===== src/rtl/gray_to_binary.sv =====
// Registered Gray-to-binary converter with a multi-bit step checker.
// Define GRAY_TO_BINARY_PIPE_EN for a two-stage (latency 2) build; the default is latency 1.
module gray_to_binary #(
   parameter int WIDTH = 8
) (
   input  logic             clk,
   input  logic             rst,
   input  logic             in_valid,
   input  logic [WIDTH-1:0] gray,
   output logic             out_valid,
   output logic [WIDTH-1:0] binary,
   output logic             step_err
);

   localparam logic [WIDTH-1:0] ONE = WIDTH'(1);

   logic [WIDTH-1:0] last_gray;
   logic             have_last;
   logic [WIDTH-1:0] diff;

   assign diff = gray ^ last_gray;

   always_ff @(posedge clk or posedge rst) begin
      if (rst) begin
         last_gray <= '0;
         have_last <= 1'b0;
      end else if (in_valid) begin
         last_gray <= gray;
         have_last <= 1'b1;
      end
   end

`ifdef GRAY_TO_BINARY_PIPE_EN

   localparam int H = WIDTH / 2;

   logic             s1_valid;
   logic [WIDTH-1:H] s1_upper;
   logic [H-1:0]     s1_low;
   logic [WIDTH-1:0] s1_diff;
   logic             s1_have;
   logic [WIDTH-1:H] upper_bin;
   logic [H-1:0]     low_bin;
   logic             multi;

   always_comb begin
      upper_bin            = '0;
      upper_bin[WIDTH-1]   = gray[WIDTH-1];
      for (int i = WIDTH - 2; i >= H; i--)
         upper_bin[i] = upper_bin[i+1] ^ gray[i];
   end

   always_ff @(posedge clk or posedge rst) begin
      if (rst) begin
         s1_valid <= 1'b0;
         s1_upper <= '0;
         s1_low   <= '0;
         s1_diff  <= '0;
         s1_have  <= 1'b0;
      end else begin
         s1_valid <= in_valid;
         if (in_valid) begin
            s1_upper <= upper_bin;
            s1_low   <= gray[H-1:0];
            s1_diff  <= diff;
            s1_have  <= have_last;
         end
      end
   end

   // Lower half continues the prefix XOR from the lowest resolved upper bit.
   always_comb begin
      low_bin        = '0;
      low_bin[H-1]   = s1_upper[H] ^ s1_low[H-1];
      for (int i = H - 2; i >= 0; i--)
         low_bin[i] = low_bin[i+1] ^ s1_low[i];
   end

   // More than one bit set iff clearing the lowest set bit leaves something.
   assign multi = s1_have && (|(s1_diff & (s1_diff - ONE)));

   always_ff @(posedge clk or posedge rst) begin
      if (rst) begin
         out_valid <= 1'b0;
         binary    <= '0;
         step_err  <= 1'b0;
      end else begin
         out_valid <= s1_valid;
         if (s1_valid) begin
            binary   <= {s1_upper, low_bin};
            step_err <= multi;
         end
      end
   end

`else

   logic [WIDTH-1:0] bin_comb;
   logic             multi;

   always_comb begin
      bin_comb          = '0;
      bin_comb[WIDTH-1] = gray[WIDTH-1];
      for (int i = WIDTH - 2; i >= 0; i--)
         bin_comb[i] = bin_comb[i+1] ^ gray[i];
   end

   // More than one bit set iff clearing the lowest set bit leaves something.
   assign multi = have_last && (|(diff & (diff - ONE)));

   always_ff @(posedge clk or posedge rst) begin
      if (rst) begin
         out_valid <= 1'b0;
         binary    <= '0;
         step_err  <= 1'b0;
      end else begin
         out_valid <= in_valid;
         if (in_valid) begin
            binary   <= bin_comb;
            step_err <= multi;
         end
      end
   end

`endif

endmodule


===== config.mk =====
export PLATFORM = sky130hd
export DESIGN_NAME = gray_to_binary
export DESIGN_NICKNAME = d
export VERILOG_FILES = /design/src/rtl/gray_to_binary.sv
export SDC_FILE = /design/constraint.sdc
export NUM_CORES = 1
export LEC_CHECK = 0
export CAP_MARGIN = 0
export CORE_MARGIN = 4
export CORE_UTILIZATION = 51
export CTS_CLUSTER_DIAMETER = 150
export DETAILED_ROUTE_END_ITERATION = 8
export HOLD_SLACK_MARGIN = 0.02
export PLACE_DENSITY = 0.87
export SKIP_LAST_GASP = 1
export SLEW_MARGIN = 20
export SYNTH_ARGS = -nofsm -noshare
export SYNTH_HDL_FRONTEND = slang
export SYNTH_SLANG_ARGS = --single-unit

===== constraint.sdc =====
create_clock -name clk -period 2.2 [get_ports clk]
set_clock_uncertainty 0.15 [all_clocks]
set_input_delay 0.44 -clock clk [delete_from_list [all_inputs] [get_ports clk]]
set_output_delay 0.44 -clock clk [all_outputs]
set_load 0.02 [all_outputs]

## Yosys cells after proc, flatten, opt, wreduce, memory -nomap -nowiden

Index checks and enable logic that the tools add are counted.
W data, S select, Z words.

- Add/sub/neg operators: 1
- Bitwise operators: 9
- Reductions and logical operators: 2

Operators with widths:

| kind | count |
|---|---|
| $and A8 B8 Y8 | 1 |
| $reduce_or A8 Y1 | 1 |
| $sub A8 B1 Y8 const B | 1 |
| $xor A8 B8 Y8 | 1 |
| $xor A1 B1 Y1 | 7 |
| $logic_and A1 B1 Y1 | 1 |

- Register bits after elaboration: 19
- Input bits: 11
- Output and inout bits: 10

## Logic depth before layout (Yosys ltp)

Gate-level depths: netlist (run 1).

- Depth in word-level cells: 7
- Mapped depth: 5

## Least setup slack after synthesis (run 1)

Ideal clock, no wire load.

- Kind: in2reg
- Start point: in gray[7]
- End point: reg binary[0]
- Library setup time: 125 ps
- Arrival: 1,802 ps
- Data required time: 1,925 ps
- Setup slack: 123 ps
- Cell stages on the path: 5
- Path buffers: 0
- Cells stage by stage: xor3_2 > xnor3_2 > xor2_2 > xnor3_1 > mux2_4

- Cells in the longest elaborated chain, start to end: 7

Ends and longest elaborated chain:

| what | RTL line | source |
|---|---|---|
| start, declared | 9 | `input logic [WIDTH-1:0] gray,` |
| $xor A1 B1 Y1 (7 in series) | 105 | `bin_comb[i] = bin_comb[i+1] ^ gray[i];` |
| end signal, assigned | 119 | `binary <= bin_comb;` |
| end, declared | 11 | `output logic [WIDTH-1:0] binary,` |

No other way between the ends.
A chain may end at the register's enable or synchronous reset.

## Worst setup path after layout (run 1)

- Start point: in gray[3]
- End point: reg binary[0]

- Cells in the longest elaborated chain, start to end: 4

Ends and longest elaborated chain:

| what | RTL line |
|---|---|
| $xor A1 B1 Y1 (4 in series) | 105 |

No other way between the ends.

==> results.sh, run 1 <==
export IMPL_final_antenna_net_count=0
export IMPL_gp_congestion=0.700
export IMPL_die_y_um=50.3
export IMPL_drv_slew=0
export IMPL_avgSynthCellArea_um2=12.7
export IMPL_grt_pass1_wl_mm=3.01
export IMPL_vias=631
export IMPL_initial_utilization_pct=53.3
export IMPL_synth_nets=83
export IMPL_crit_buf_inv=1
export IMPL_htree_levels=1
export IMPL_clk_path_buf_depth=2
export IMPL_dp_cells=122
export IMPL_switching_share_pct=30.6
export IMPL_wl_met3_um=50
export IMPL_r2r_start="last_gray[4]$_DFFE_PP0P_"
export IMPL_cts_num_sinks=18
export IMPL_finalSetupViolCount=0
export IMPL_viasPerCell=4.89
export IMPL_p_clk_share_pct=21.0
export IMPL_cts_root_buffer="clkbuf_4"
export IMPL_power_frac_comb_pct=36.8
export IMPL_worstPathArrival_ns=2.12
export IMPL_wl_met1_um=680
export IMPL_grt_pass1_vias=680
export IMPL_seq_power_share_pct=42.3
export IMPL_grt_start_max_net_pins=23
export IMPL_nets=116
export IMPL_syn_inst=72
export IMPL_layout_common_cells="18 x dfrtp_1, 17 x clkdlybuf4s50_1, 11 x buf_4, 10 x mux2_2, 6 x xor2_1"
export IMPL_timing_final_crit_share_pct=95.2
export IMPL_dr_pass1_iters=2
export IMPL_vdd_ir_drop_max_v=0.000565
export IMPL_drive_gt1_share_pct=28.8
export IMPL_crit_path_cell_trace="clkdlybuf4s50_1, xnor3_2, xor2_4, xnor3_1, mux2_4"
export IMPL_status="completed"
export IMPL_final_common_cell="dfrtp_1"
export IMPL_path_clk_slew_ns=0.11
export IMPL_die_area_mm2=0.00253
export IMPL_crit_path_start_kind="primary input"
export IMPL_synth_seq_cells=18
export IMPL_antenna_found_initial=0
export IMPL_cts_buffers=3
export IMPL_rows=15
export IMPL_power_switching_mw=0.299
export IMPL_hpwl_mm=1.24
export IMPL_met2_length_um=985
export IMPL_drt_total_wl_mm=1.80
export IMPL_final_setup_tns_ns=0
export IMPL_drcViolationCount=0
export IMPL_yosysSeqAreaShare_pct=49.5
export IMPL_synth_area_um2=911
export IMPL_placed_cell_area_mm2=0.00119
export IMPL_clk_latency_ns=0.30
export IMPL_p_per_area_mw_per_mm2=778
export IMPL_cp_slowest_cell="clkdlybuf4s50_1"
export IMPL_min_path_type="primary input to asynchronous set/reset pin"
export IMPL_final_cells=129
export IMPL_max_slew_margin_rel_pct=76.1
export IMPL_cp_max_fo=3
export IMPL_core_mm2=0.00171
export IMPL_dieWidth_um=50.3
export IMPL_num_antenna_cells=0
export IMPL_tightestPinTransition_ns=0.354
export IMPL_intPower_mw=0.679
export IMPL_design_area_mm2=0.00126
export IMPL_finalHoldViolations=0
export IMPL_max_freq_ghz=0.478
export IMPL_grt_total_usage_pct=16.3
export IMPL_critPathKind="primary input to flop"
export IMPL_min_period_ns=2.09
export IMPL_grt_ovfl_total=0
export IMPL_cts_hold_fix_buffers=0
export IMPL_top_layer_used="met4"
export IMPL_ioPinCount=21
export IMPL_crit_family="XOR/XNOR gates"
export IMPL_ys_types=26
export IMPL_syn2layout_area_growth_pct=38.0
export IMPL_critPathRequiredTime_ns=2.23
export IMPL_maxCapViolations=0
export IMPL_p_leak_nw=0.560
export IMPL_p_total_mw=0.979
export IMPL_wl_per_cell_um=14.0
export IMPL_endpoint_kind="flop"
export IMPL_cts_tree="built"
export IMPL_ys_warn_count=0
export IMPL_drt_iter0_markers=10
export IMPL_startpoint="gray[3]"
export IMPL_io_buffers=20
export IMPL_critPathMaxStageDelay_ns=0.50
==> worst paths after layout <==
kind | to | slack, ns | depth (start not counted)
max | binary[0]$_DFFE_PP0P_ | 0.11 | 5
min | last_gray[7]$_DFFE_PP0P_ | 0.34 | 3
max reg2reg | step_err$_DFFE_PP0P_ | 0.53 | 5
min reg2reg | have_last$_DFFE_PP0P_ | 0.34 | 1
max in group asynchronous | last_gray[0]$_DFFE_PP0P_ | 1.36 | 3
min in group clk | have_last$_DFFE_PP0P_ | 0.34 | 1
==> synthesized netlist by cell type <==
library cell   n  area [um2]
dfrtp_1       18         450
mux2_2        10         113
xor2_1         6        52.6
nor2_1         5        18.8
xnor2_1        5        43.8
nand2_1        4        15.0
a21oi_1        3        15.0
inv_1          2        7.51
nor3_1         2        10.0
a31oi_1        1        6.26
and2_1         1        6.26
buf_1          1        3.75
buf_4          1        7.51
clkbuf_1       1        3.75
maj3_1         1        10.0
mux2_4         1        15.0
mux2i_1        1        10.0
nand2b_1       1        6.26
nor4b_1        1        8.76
o21ai_0        1        5.00
o41ai_1        1        8.76
or2_2          1        6.26
xnor3_1        1        22.5
xnor3_2        1        23.8
xor2_2         1        16.3
xor3_2         1        25.0
==> cells by family after synthesis <==
kind of cell	after synthesis	synth area share (%)
flops	18	49.5
simple gates	15	7.83
fa+ha+maj	1	1.10
xor+xnor	15	20.2
compound gates	6	3.85
mux	12	15.1
buf+inv	5	2.47
==> what timing repair did <==
| action | in CTS | in global routing |
|---|---|---|
| pin swaps | 1 | 1 |
| buffers inserted | 1 | 2 |
| setup endpoints to repair | 2 | 1 |
| resized for setup | 2 | 2 |
==> cell type report <==
class                           instances  area [um2]
Fill cell                             115         450
Timing Repair Buffer                   31         283
Multi-Input combinational cell         49         449
Sequential cell                        18         450
Clock buffer                            4        36.3
Tap cell                               25        31.3
Inverter                                2        7.51
==> metrics by stage <==
stage | setup WS (ns) | hold slack, ns | utilization [%]
global placement | -0.418 | 0.304 | 69.5
detailed placement | -0.439 | 0.315 | 69.5
global route | -0.0335 | 0.336 | 73.6
finish | 0.107 | 0.335 | 73.6
CTS | 0.0292 | 0.306 | 71.9
floorplan | 0.123 | 0.229 | -
==> worst register-to-register path: cells and delay by family (launching register included) <==
family | cells | cell delay, ns
AND/OR/NAND/NOR | 1 | 0.07
flip-flops | 1 | 0.41
AO/OA/AOI/OAI | 3 | 0.66
XOR/XNOR | 1 | 0.28
==> power by group through the flow <==
stage	combinational, mW	clock, mW	sequential [mW]
detailed placement	0.333	0	0.420
CTS	0.342	0.208	0.414
global placement	0.325	0	0.418
finish	0.360	0.205	0.413
global route	0.386	0.226	0.423
floorplan	0.147	0	0.465
==> sequential cells by signal (all words and copies together), names as in the netlist <==
register and count:
binary 7, have_last 1, last_gray 8, out_valid 1, step_err 1
==> layer usage <==
layer | vias up | global-route usage, %
li1 | 308 | -
met1 | 298 | 18.8
met2 | 15 | 26.3
met3 | 10 | 2.37
met4 | 0 | 13.8
met5 | - | 0
Power figures use the tool's default switching activity.
==> inputs of run 2 (changes only) <==
Settings changed: CORE_UTILIZATION 51 to 30, PLACE_DENSITY 0.87 to 0.58.
==> results.sh, run 2 (synthesized netlist as in run 1, its figures left out) <==
export IMPL_cts_buffers=3
export IMPL_final_antenna_net_count=0
export IMPL_p_clk_share_pct=21.2
export IMPL_critPathKind="primary input to flop"
export IMPL_layout_common_cells="18 x dfrtp_1, 17 x clkdlybuf4s50_1, 10 x mux2_2, 9 x buf_4, 6 x xor2_1"
export IMPL_cp_slowest_cell="xor3_2"
export IMPL_crit_path_start_kind="primary input"
export IMPL_vdd_ir_drop_max_v=0.000308
export IMPL_dp_cells=128
export IMPL_cts_hold_fix_buffers=0
export IMPL_gp_congestion=0.695
export IMPL_rsz0062_at_grt="no"
export IMPL_seq_power_share_pct=42.8
export IMPL_cts_root_buffer="clkbuf_4"
export IMPL_dieWidth_um=63.1
export IMPL_nets=114
export IMPL_drive_gt1_share_pct=27.5
export IMPL_final_cells=133
export IMPL_cts_num_sinks=18
export IMPL_max_slew_margin_rel_pct=75.5
export IMPL_rows=19
export IMPL_critPathMaxStageDelay_ns=0.47
export IMPL_clk_latency_ns=0.29
export IMPL_p_total_mw=0.960
export IMPL_grt_pass1_vias=701
export IMPL_crit_path_cell_trace="dlygate4sd2_1, xor3_2, xnor3_2, xor2_4, xnor3_1, mux2_4"
export IMPL_vias=616
export IMPL_power_frac_comb_pct=35.9
export IMPL_crit_buf_inv=1
export IMPL_initial_utilization_pct=32.2
export IMPL_placed_cell_area_mm2=0.00119
export IMPL_die_area_mm2=0.00398
export IMPL_core_mm2=0.00283
export IMPL_antenna_found_initial=0
export IMPL_timing_final_crit_share_pct=95.5
export IMPL_viasPerCell=4.63
export IMPL_switching_share_pct=29.7
export IMPL_fin_hold_ws_ns=0.309
export IMPL_worstPathArrival_ns=2.14
export IMPL_min_path_type="primary input to asynchronous set/reset pin"
export IMPL_drt_total_wl_mm=1.66
export IMPL_top_register="last_gray"
export IMPL_syn2layout_area_growth_pct=37.2
export IMPL_largest_register_ffs=8
export IMPL_io_buffers=20
export IMPL_crit_family="XOR/XNOR gates"
export IMPL_hpwl_mm=1.28
export IMPL_cp_max_fo=3
export IMPL_drt_iter0_markers=36
export IMPL_grt_total_usage_pct=9.81
export IMPL_reg_largest_list="last_gray: 8 flops, binary: 7 flops"
export IMPL_maxCapViolations=0
export IMPL_die_y_um=63.1
export IMPL_p_leak_nw=0.550
export IMPL_clk_path_buf_depth=2
export IMPL_path_clk_slew_ns=0.10
export IMPL_critPathRequiredTime_ns=2.24
export IMPL_wl_per_cell_um=12.5
export IMPL_max_freq_ghz=0.476
export IMPL_min_period_ns=2.10
export IMPL_drcViolationCount=0
export IMPL_ioPinCount=21
export IMPL_grt_pass1_wl_mm=3.05
export IMPL_p_per_area_mw_per_mm2=768
export IMPL_dr_pass1_iters=4
export IMPL_htree_levels=1
export IMPL_endpoint_kind="flop"
export IMPL_design_area_mm2=0.00125
export IMPL_finalHoldViolations=0
export IMPL_status="completed"
export IMPL_num_antenna_cells=0
export IMPL_grt_ovfl_total=0
export IMPL_power_switching_mw=0.285
export IMPL_intPower_mw=0.675
export IMPL_finalSetupViolCount=0
export IMPL_drv_slew=0
export IMPL_final_setup_tns_ns=0
export IMPL_grt_start_max_net_pins=23
export IMPL_tightestPinTransition_ns=0.363
export IMPL_final_common_cell="dfrtp_1"
export IMPL_cts_tree="built"
[run 2: cell types whose count changed in the layout (fill, tap and decap cells not counted), sizes merged]
cell  previous run  this run
buf             11         9
[run 2: what timing repair did]
item	4_1_cts	5_1_grt
setup buffers	1	0
setup endpoints to repair	1	1
resized for setup	2	2
pin swaps	1	1
[run 2: layer usage]
layer	vias up	GRT usage [%]	share of wire [%]
met3	0	1.78	4.3
li1	308	-	-
met1	295	11.0	44
met2	13	17.3	52
met4	0	5.79	0
met5	-	0	0
[run 2: through the flow]
step / worst slack, ns / util, %
after detailed placement: -0.452 / 42.2
final: 0.0984 / 44.2
after global routing: 0.0301 / 44.2
after CTS: 0.0393 / 43.7
after global placement: -0.407 / 42.2
after floorplan: 0.123 / -
[run 2: path summary, 6_finish.rpt]
path / end / start / slack (ns) / cells after the start
setup / recovery: binary[0]$_DFFE_PP0P_ / gray[5] / 0.1 / 6
hold reg to reg: have_last$_DFFE_PP0P_ / have_last$_DFFE_PP0P_ / 0.34 / 1
min in group clk: have_last$_DFFE_PP0P_ / have_last$_DFFE_PP0P_ / 0.34 / 1
max in group asynchronous: binary[6]$_DFFE_PP0P_ / rst / 1.40 / 3
hold / removal: last_gray[6]$_DFFE_PP0P_ / rst / 0.31 / 3
setup reg to reg: step_err$_DFFE_PP0P_ / last_gray[4]$_DFFE_PP0P_ / 0.55 / 5
[run 2: power by group through the flow]
stage,combinational (mW),clock (mW),sequential (mW)
5_1_grt,0.374,0.235,0.421
3_3_place_gp,0.334,0,0.420
2_1_floorplan,0.147,0,0.465
6_report,0.345,0.204,0.411
3_5_place_dp,0.338,0,0.420
4_1_cts,0.346,0.220,0.413
[run 2: final cells by class]
class | instances | area (um2)
Fill cell | 280 | 1580
Multi-Input combinational cell | 49 | 449
Inverter | 2 | 7.51
Tap cell | 31 | 38.8
Sequential cell | 18 | 450
Clock buffer | 4 | 36.3
Timing Repair Buffer | 29 | 268
[run 2: worst register-to-register path, cell delays in order (launching register included)]
cell and delay [ns]:
dfrtp_1 0.40, xor2_1 0.29, o21ai_0 0.14, a31oi_1 0.14, nor2_1 0.06, o41ai_1 0.35
==> inputs of run 3 (changes only) <==
Settings changed: GPL_TIMING_DRIVEN set to 0.
==> results.sh, run 3 (synthesized netlist as in run 1, its figures left out) <==
export IMPL_dp_cells=123
export IMPL_final_setup_tns_ns=0
export IMPL_cts_root_buffer="clkbuf_4"
export IMPL_cts_buffers=3
export IMPL_rows=19
export IMPL_p_leak_nw=0.509
export IMPL_status="completed"
export IMPL_ff2ff_path_depth=5
export IMPL_grt_start_max_net_pins=19
export IMPL_max_freq_ghz=0.470
export IMPL_final_common_cell="dfrtp_1"
export IMPL_gp_congestion=0.707
export IMPL_syn2layout_area_growth_pct=30.6
export IMPL_num_antenna_cells=0
export IMPL_drive_gt1_share_pct=21.6
export IMPL_drt_iter0_markers=24
export IMPL_ioPinCount=21
export IMPL_die_area_mm2=0.00398
export IMPL_cts_hold_fix_buffers=0
export IMPL_max_slew_margin_rel_pct=54.3
export IMPL_hpwl_mm=1.24
export IMPL_r2r_end="step_err$_DFFE_PP0P_"
export IMPL_pre_cts_slack_ns=-0.574
export IMPL_fillers=276
export IMPL_worstPathArrival_ns=2.16
export IMPL_drv_slew=0
export IMPL_tightestPinTransition_ns=0.685
export IMPL_final_cells=128
export IMPL_path_clk_slew_ns=0.10
export IMPL_seq_power_share_pct=43.9
export IMPL_p_per_area_mw_per_mm2=789
export IMPL_vdd_ir_drop_max_v=0.000314
export IMPL_p_clk_share_pct=21.4
export IMPL_grt_pass1_vias=674
export IMPL_min_path_cells=1
export IMPL_intPower_mw=0.661
export IMPL_critPathKind="primary input to flop"
export IMPL_antenna_found_initial=0
export IMPL_core_mm2=0.00283
export IMPL_io_buffers=20
export IMPL_critPathRequiredTime_ns=2.24
export IMPL_hp_start="have_last$_DFFE_PP0P_"
export IMPL_min_path_type="flop to flop"
export IMPL_initial_utilization_pct=32.2
export IMPL_viasPerCell=4.72
export IMPL_cp_max_fo=3
export IMPL_maxCapViolations=0
export IMPL_final_antenna_net_count=0
export IMPL_cts_tree="built"
export IMPL_r2r_slack_ns=0.56
export IMPL_layout_common_cells="18 x dfrtp_1, 17 x clkdlybuf4s50_1, 10 x mux2_2, 6 x xor2_1"
export IMPL_utilization_pct=42.1
export IMPL_endpoint_kind="flop"
export IMPL_finalSetupViolCount=0
export IMPL_fin_ws_ns=0.0724
export IMPL_drcViolationCount=0
export IMPL_timing_final_crit_share_pct=96.7
export IMPL_clk_path_buf_depth=2
export IMPL_grt_total_usage_pct=9.49
export IMPL_rsz0062_at_grt="no"
export IMPL_crit_path_start_kind="primary input"
export IMPL_min_to="have_last$_DFFE_PP0P_"
export IMPL_dieWidth_um=63.1
export IMPL_grt_ovfl_total=0
export IMPL_top_register="last_gray"
export IMPL_min_period_ns=2.13
export IMPL_switching_share_pct=29.6
export IMPL_power_switching_mw=0.278
export IMPL_vias=604
export IMPL_nets=109
export IMPL_die_y_um=63.1
export IMPL_htree_levels=1
export IMPL_clk_latency_ns=0.29
export IMPL_grt_pass1_wl_mm=2.95
export IMPL_dr_pass1_iters=4
export IMPL_wl_per_cell_um=12.9
export IMPL_power_frac_comb_pct=34.7
export IMPL_largest_register_ffs=8
export IMPL_r2r_start="last_gray[4]$_DFFE_PP0P_"
export IMPL_drt_total_wl_mm=1.66
export IMPL_finalHoldViolations=0
export IMPL_reg_largest_list="last_gray: 8 flops, binary: 7 flops"
export IMPL_cts_num_sinks=18
run 3: cell types whose count changed in the layout (fill, tap and decap cells not counted):
| cell | change |
|---|---|
| buf_1 | +1 |
| xor2_4 | -1 |
| clkbuf_1 | +1 |
| buf_4 | -7 |
| xor2_2 | +1 |
| dlymetal6s2s_1 | -1 |
| dlygate4sd2_1 | +1 |
run 3: power by group through the flow:
| stage | combinational (mW) | clock (mW) | sequential, mW |
|---|---|---|---|
| CTS | 0.331 | 0.215 | 0.414 |
| floorplan | 0.147 | 0 | 0.465 |
| finish | 0.326 | 0.201 | 0.412 |
| global route | 0.352 | 0.226 | 0.423 |
| detailed placement | 0.327 | 0 | 0.421 |
| global placement | 0.323 | 0 | 0.418 |
run 3: area by class of cell:
cell class / count / area (um2) / area share [%]
buffer: 3 / 15.0 / 1.26
clock buffer: 4 / 36.3 / 3.05
inverter: 2 / 7.51 / 0.631
multi-input combinational: 49 / 438 / 36.8
timing repair buffer: 21 / 204 / 17.1
sequential: 18 / 450 / 37.9
tap: 31 / 38.8 / 3.26
run 3: worst max-delay path by stage:
stage	end	slack (ns)	depth (start not counted)	start
after floorplan	binary[0]$_DFFE_PP0P_	0.12	5	gray[7]
after global placement	binary[0]$_DFFE_PP0P_	-0.58	6	gray[7]
after detailed placement	binary[0]$_DFFE_PP0P_	-0.57	6	gray[7]
after CTS	binary[0]$_DFFE_PP0P_	0.08	5	gray[3]
after global routing	binary[0]$_DFFE_PP0P_	0.04	6	gray[5]
final	binary[0]$_DFFE_PP0P_	0.07	5	gray[3]
run 3: layer usage:
metal	GRT usage [%]	share of wire, %	routed length [um]	up-vias
li1	-	-	-	291
met1	11.0	44	720	294
met2	16.3	50	835	17
met3	1.95	5.0	82	2
met4	4.96	1.0	17	0
met5	0	0	0	-
run 3: critical path: stages:
cell	delay, ns
clkdlybuf4s50_1	0.53
xnor3_2	0.47
xor2_2	0.21
xnor3_1	0.25
mux2_4	0.26
run 3: stage by stage:
| step | hold slack, ns | instance area, um2 | power (mW) |
|---|---|---|---|
| after floorplan | 0.229 | 911 | 0.612 |
| after global placement | 0.306 | 1150 | 0.741 |
| final | 0.331 | 1190 | 0.939 |
| after global routing | 0.359 | 1190 | 1.00 |
| after CTS | 0.336 | 1190 | 0.961 |
| after detailed placement | 0.307 | 1150 | 0.748 |
run 3: what timing repair did:
action,4_1_cts,5_1_grt
buffers inserted,1,0
resized for setup,3,0
endpoints found under the hold margin,0,0
setup endpoints to repair,2,0
